**src/rtl/riscv_pkg.sv**
```systemverilog
// Shared types and constants for the RISC-V pipeline control blocks.
package riscv_pkg;

  localparam int unsigned REGFILE_COUNT_DFLT = 32;
  localparam int unsigned REG_IDX_W          = $clog2(REGFILE_COUNT_DFLT);
  localparam int unsigned PERF_CNT_W         = 32;

  typedef enum logic [1:0] {
    RUN      = 2'd0,
    MEM_WAIT = 2'd1,
    HALT     = 2'd2
  } hazard_state_e;

endpackage

```
**src/rtl/riscv_sat_counter.sv**
```systemverilog
// Saturating up-counter with increment enable and asynchronous active-high clear.
module riscv_sat_counter #(
  parameter int unsigned WIDTH = 32
) (
  input  logic             clk,
  input  logic             clr,
  input  logic             inc,
  output logic [WIDTH-1:0] count
);

  always_ff @(posedge clk or posedge clr) begin
    if (clr) begin
      count <= '0;
    end else if (inc && (count != '1)) begin
      count <= count + WIDTH'(1);
    end
  end

endmodule

```
**src/rtl/riscv_hazard_ctrl.sv**
```systemverilog
// Pipeline hazard controller: load-use bubbles, branch flushes, memory-wait freeze and watchdog halt.
// Optional perf counters are built when RISCV_HAZARD_PERF_EN is defined.
module riscv_hazard_ctrl
  import riscv_pkg::*;
#(
  parameter int unsigned REGFILE_COUNT = REGFILE_COUNT_DFLT,
  parameter int unsigned MEM_TIMEOUT   = 255
) (
  input  logic                             clk_i,
  input  logic                             rst_i,
  input  logic                             id_valid_i,
  input  logic [$clog2(REGFILE_COUNT)-1:0] id_rs0_i,
  input  logic [$clog2(REGFILE_COUNT)-1:0] id_rs1_i,
  input  logic                             id_uses_rs0_i,
  input  logic                             id_uses_rs1_i,
  input  logic                             ex_valid_i,
  input  logic [$clog2(REGFILE_COUNT)-1:0] ex_rd_i,
  input  logic                             ex_mem_read_i,
  input  logic                             branch_taken_i,
  input  logic                             mem_req_i,
  input  logic                             mem_ready_i,
  output logic                             pc_stall_o,
  output logic                             if_id_stall_o,
  output logic                             if_id_flush_o,
  output logic                             id_ex_bubble_o,
  output logic                             ex_mem_stall_o,
  output logic                             halt_o
`ifdef RISCV_HAZARD_PERF_EN
  ,
  output logic [PERF_CNT_W-1:0]            stall_cnt_o,
  output logic [PERF_CNT_W-1:0]            flush_cnt_o
`endif
);

  localparam int unsigned       WAIT_W   = $clog2(MEM_TIMEOUT + 1);
  localparam logic [WAIT_W-1:0] WAIT_MAX = WAIT_W'(MEM_TIMEOUT);

  hazard_state_e     state_q, state_d;
  logic [WAIT_W-1:0] wait_q, wait_d, wait_inc;
  logic              load_use, mem_busy;
  logic              run_stall, run_flush, run_bubble;

  assign load_use = ex_valid_i & ex_mem_read_i & (ex_rd_i != '0) & id_valid_i &
                    ((id_uses_rs0_i & (id_rs0_i == ex_rd_i)) |
                     (id_uses_rs1_i & (id_rs1_i == ex_rd_i)));
  assign mem_busy = mem_req_i & ~mem_ready_i;
  assign wait_inc = wait_q + WAIT_W'(1);

  // Branch outranks load-use: the dependent instruction is squashed anyway.
  assign run_flush  = branch_taken_i;
  assign run_bubble = branch_taken_i | load_use;
  assign run_stall  = ~branch_taken_i & load_use;

  always_ff @(posedge clk_i or posedge rst_i) begin
    if (rst_i) begin
      state_q <= RUN;
      wait_q  <= '0;
    end else begin
      state_q <= state_d;
      wait_q  <= wait_d;
    end
  end

  always_comb begin
    state_d        = state_q;
    wait_d         = wait_q;
    pc_stall_o     = 1'b0;
    if_id_stall_o  = 1'b0;
    if_id_flush_o  = 1'b0;
    id_ex_bubble_o = 1'b0;
    ex_mem_stall_o = 1'b0;
    halt_o         = 1'b0;

    case (state_q)
      RUN: begin
        if (mem_busy) begin
          pc_stall_o     = 1'b1;
          if_id_stall_o  = 1'b1;
          ex_mem_stall_o = 1'b1;
          wait_d         = WAIT_W'(1);
          state_d        = (WAIT_MAX <= WAIT_W'(1)) ? HALT : MEM_WAIT;
        end else begin
          pc_stall_o     = run_stall;
          if_id_stall_o  = run_stall;
          if_id_flush_o  = run_flush;
          id_ex_bubble_o = run_bubble;
        end
      end
      MEM_WAIT: begin
        if (mem_ready_i) begin
          pc_stall_o     = run_stall;
          if_id_stall_o  = run_stall;
          if_id_flush_o  = run_flush;
          id_ex_bubble_o = run_bubble;
          wait_d         = '0;
          state_d        = RUN;
        end else begin
          pc_stall_o     = 1'b1;
          if_id_stall_o  = 1'b1;
          ex_mem_stall_o = 1'b1;
          wait_d         = wait_inc;
          if (wait_inc >= WAIT_MAX) begin
            state_d = HALT;
          end
        end
      end
      HALT: begin
        pc_stall_o     = 1'b1;
        if_id_stall_o  = 1'b1;
        id_ex_bubble_o = 1'b1;
        ex_mem_stall_o = 1'b1;
        halt_o         = 1'b1;
      end
      default: begin
        state_d = RUN;
      end
    endcase

    // Reset forces a bubble into ID/EX and drops every other control.
    if (rst_i) begin
      pc_stall_o     = 1'b0;
      if_id_stall_o  = 1'b0;
      if_id_flush_o  = 1'b0;
      id_ex_bubble_o = 1'b1;
      ex_mem_stall_o = 1'b0;
      halt_o         = 1'b0;
    end
  end

`ifdef RISCV_HAZARD_PERF_EN
  riscv_sat_counter #(.WIDTH(PERF_CNT_W)) u_stall_cnt (
    .clk   (clk_i),
    .clr   (rst_i),
    .inc   (pc_stall_o & ~rst_i),
    .count (stall_cnt_o)
  );

  riscv_sat_counter #(.WIDTH(PERF_CNT_W)) u_flush_cnt (
    .clk   (clk_i),
    .clr   (rst_i),
    .inc   (if_id_flush_o),
    .count (flush_cnt_o)
  );
`endif

endmodule

```
**config.mk**
```make
export PLATFORM = sky130hd
export DESIGN_NAME = riscv_hazard_ctrl
export DESIGN_NICKNAME = d
export VERILOG_FILES = /design/src/rtl/riscv_pkg.sv /design/src/rtl/riscv_sat_counter.sv /design/src/rtl/riscv_hazard_ctrl.sv
export SDC_FILE = /design/constraint.sdc
export NUM_CORES = 1
export LEC_CHECK = 0
export BUFFER_PORTS_ARGS = -buffer_cell sky130_fd_sc_hd__buf_2
export CAP_MARGIN = 20
export CORE_MARGIN = 4
export CORE_UTILIZATION = 30
export CTS_CLUSTER_DIAMETER = 30
export DETAILED_ROUTE_END_ITERATION = 8
export GPL_TIMING_DRIVEN = 0
export PLACE_DENSITY = 0.63
export SYNTH_ARGS = -nofsm -noshare
export SYNTH_HDL_FRONTEND = slang
export SYNTH_HIERARCHICAL = 1
export SYNTH_SLANG_ARGS = --single-unit
export TNS_END_PERCENT = 1
```
**constraint.sdc**
```tcl
create_clock -name clk_i -period 2.63 [get_ports clk_i]
set_clock_uncertainty 0.05 [all_clocks]
set_input_delay 0.526 -clock clk_i [delete_from_list [all_inputs] [get_ports clk_i]]
set_output_delay 0.526 -clock clk_i [all_outputs]
set_load 0.02 [all_outputs]
```
==> results.sh <==
export IMPL_yosysSeqAreaShare_pct=30.30
export IMPL_cts_sinks=10
export IMPL_cp_end_kind="primary output"
export IMPL_synth_top_area_share_pct=30.30
export IMPL_wire_per_inst_um=12.85
export IMPL_required_ps=2050
export IMPL_antenna_found_initial=0
export IMPL_synth_simple_area_share_pct=22.12
export IMPL_grt_pass1_wl_mm=3.256
export IMPL_yosys_top_cells_count="10 x dfrtp_1, 10 x o21ai_0, 8 x xor2_1"
export IMPL_synthCells=97
export IMPL_htree_levels=1
export IMPL_async_flop_share_pct=100.0
export IMPL_drt_pre_antenna_iters=4
export IMPL_crit_path_max_incr_delay_ps=560
export IMPL_synth_flop_cell="dfrtp_1"
export IMPL_routed_wl_mm=2.056
export IMPL_die_x_um=60.47
export IMPL_clockBufferDepth=2
export IMPL_hp_class="in2async"
export IMPL_worstSetupPathType="in2out"
export IMPL_area_growth_pct=25.91
export IMPL_ys_top_cells_by_area="dfrtp_1 30%, xor2_1 8.5%, o21ai_0 6.1%"
export IMPL_cts_root_buffer="clkbuf_4"
export IMPL_cts_tree="built"
export IMPL_cts_buffers=3
export IMPL_finalHoldViolCount=0
export IMPL_io_pins=31
export IMPL_rows=18
export IMPL_synth_nets=124
export IMPL_yosys_warnings=6
export IMPL_viasPerCell=5.250
export IMPL_synth_top_family_by_area="compound AO/OA/AOI/OAI gates"
export IMPL_synth_edf_count=0
export IMPL_place_hpwl_mm=1.582
export IMPL_cp_top_family="simple AND/OR/NAND/NOR gates"
export IMPL_gp_congestion=0.7525
export IMPL_via_count=840
export IMPL_ant_nets=0
export IMPL_drc=0
export IMPL_synthAdderAreaFrac_pct=3.030
export IMPL_regToRegSetupSlack_ps=900
export IMPL_dp_cells=157
export IMPL_crit_chain="buf_2 -> or4_1 -> o2111ai_2 -> or3_1 -> o21bai_1 -> buf_4 -> buf_2"
export IMPL_fin_crit_ps=2463
export IMPL_nets=159
export IMPL_multiInputGateArea_um2=530.5
export IMPL_rsz0062_at_grt="no"
export IMPL_regArea_um2=250.2
export IMPL_ys_seq_elements=10
export IMPL_power_density_mw_per_mm2=363.5
export IMPL_ir_drop_mv=0.2669
export IMPL_fillerInstances=256
export IMPL_synth_distinct_cells=38
export IMPL_initial_core_util_pct=32.45
export IMPL_cp_data_arrival_time_ps=1890
export IMPL_cap_violations=0
export IMPL_synthXorXnorAreaFrac_pct=12.73
export IMPL_finalSetupViolCount=0
export IMPL_fin_cells=160
export IMPL_setup_tns_ps=0
export IMPL_placeableCoreArea_mm2=0.002545
export IMPL_clkLatencyLatePin_ps=270
export IMPL_synth_top_cell_by_area="dfrtp_1"
export IMPL_ctsHoldBuffers=0
export IMPL_die_area_mm2=0.003656
export IMPL_relSlewSlack_pct=79.00
export IMPL_worst_slew_pin_slew_ps=313.1
export IMPL_fmax_mhz=405.9
export IMPL_synthesis_area_um2=825.8
export IMPL_synthMuxAreaShare_pct=1.212
export IMPL_die_y_um=60.47
export IMPL_post_synth_cell_area_avg_um2=8.513
export IMPL_portBuffers=30
export IMPL_grt_pass1_vias=760
export IMPL_n_antenna_cell=0
export IMPL_initialDrtViolationCount=27
export IMPL_gr_total_overflow=0
export IMPL_synth_compound_area_share_pct=25.15
export IMPL_period_share_pct=93.67
export IMPL_cp_start_kind="input port"
export IMPL_status="completed"
export IMPL_crit_fanout=3
export IMPL_critical_path_slowest_cell="or4_1"
export IMPL_grtUsageTotal_pct=11.84
export IMPL_cts_clk_slew_worst_paths_ps=60
export IMPL_leakage_nw=0.4924
export IMPL_r2r_cells=5
export IMPL_slew_violations=0
export IMPL_grt_max_degree=14
export IMPL_path_depth=7
export IMPL_drive_above_1_share_pct=32.31
export IMPL_critPathBufInv=3
export IMPL_critPathMostFrequentCell="buf_2"
## sequential cells by signal (all words and copies together) (netlist names)
name and flops:
wait_q 8, state_q 2
## metrics by stage
stage | power (mW) | hold slack (ps) | area, µm² | worst slack (ps) | utilization (%)
detailed placement | 0.2747 | 489.8 | 1013 | 114.0 | 39.82
global placement | 0.2709 | 480.3 | 1013 | 140.6 | 39.82
CTS | 0.3824 | 230.6 | 1036 | 114.7 | 40.71
finish | 0.3780 | 158.6 | 1040 | 166.6 | 40.86
floorplan | 0.2316 | 334.3 | 825.8 | 212.7 | -
global route | 0.4014 | 168.5 | 1040 | 58.12 | 40.86
## layout make-up
cell class / count / share of cell area (%)
Multi-Input combinational cell: 78 / 51.02
Sequential cell: 10 / 24.07
Timing Repair Buffer: 30 / 14.44
Tap cell: 30 / 3.610
Buffer: 6 / 3.249
Clock buffer: 3 / 2.166
Inverter: 3 / 1.444
## routing by layer
layer,track usage (%),vias up,wire (µm)
met5,0,-,0
met4,4.644,0,25
met3,4.043,5,318
met2,18.98,43,831
met1,14.68,366,881
li1,-,426,-
## path summary, 6_finish.rpt
| path | start | to |
|---|---|---|
| worst min register to register | wait_q[6] | wait_q[6] |
| worst max register to register | wait_q[0] | state_q[1] |
| worst max-delay path | ex_rd_i[1] | pc_stall_o |
| max in group asynchronous | rst_i | wait_q[5] |
| min in group clk_i | wait_q[6] | wait_q[6] |
| worst min-delay path | rst_i | wait_q[6] |
## worst register-to-register path: stages (launching register included)
cell and delay, ps:
dfrtp_1 480, ha_1 320, nand3_1 150, xnor2_1 150
a31o_2 250, a41o_1 220
## power breakdown
group	switching, mW	leakage (nW)	internal, mW
registers	0.0130	0.136	0.162
logic	0.0548	0.343	0.0435
clock network	0.0522	0.0138	0.0529
total	0.120	0.492	0.258
## cells in the final DEF, fill, tap and decap left out, drive strengths merged, types with 2 or more instances in the layout
cell    count
a211oi      2
dfrtp      10
a21oi       2
and2        2
nand4       3
o31ai       4
nor2b       3
a31oi       2
nand2       4
inv         2
buf        35
xor2        8
o21bai      2
o21ai      11
ha          2
nor4        2
xnor2       4
clkbuf      4
nand3       5
and3        2
nor2        6
## kinds of logic (layout without fill, tap and decap cells)
family | Yosys count | count (layout)
and+or+nand+nor | 33 | 33
muxes | 1 | 1
xor gates and xnor gates | 12 | 12
AOI/OAI and AO/OA | 30 | 30
buffers and inverters | 9 | 42
DFF | 10 | 10
adders and majority gates | 2 | 2
## repair_timing
action	CTS	global route
hold endpoints to repair	0	0
resized for setup	0	1
buffers inserted	0	0
endpoints found under the setup margin	0	1
Power figures use the tool's default switching activity.
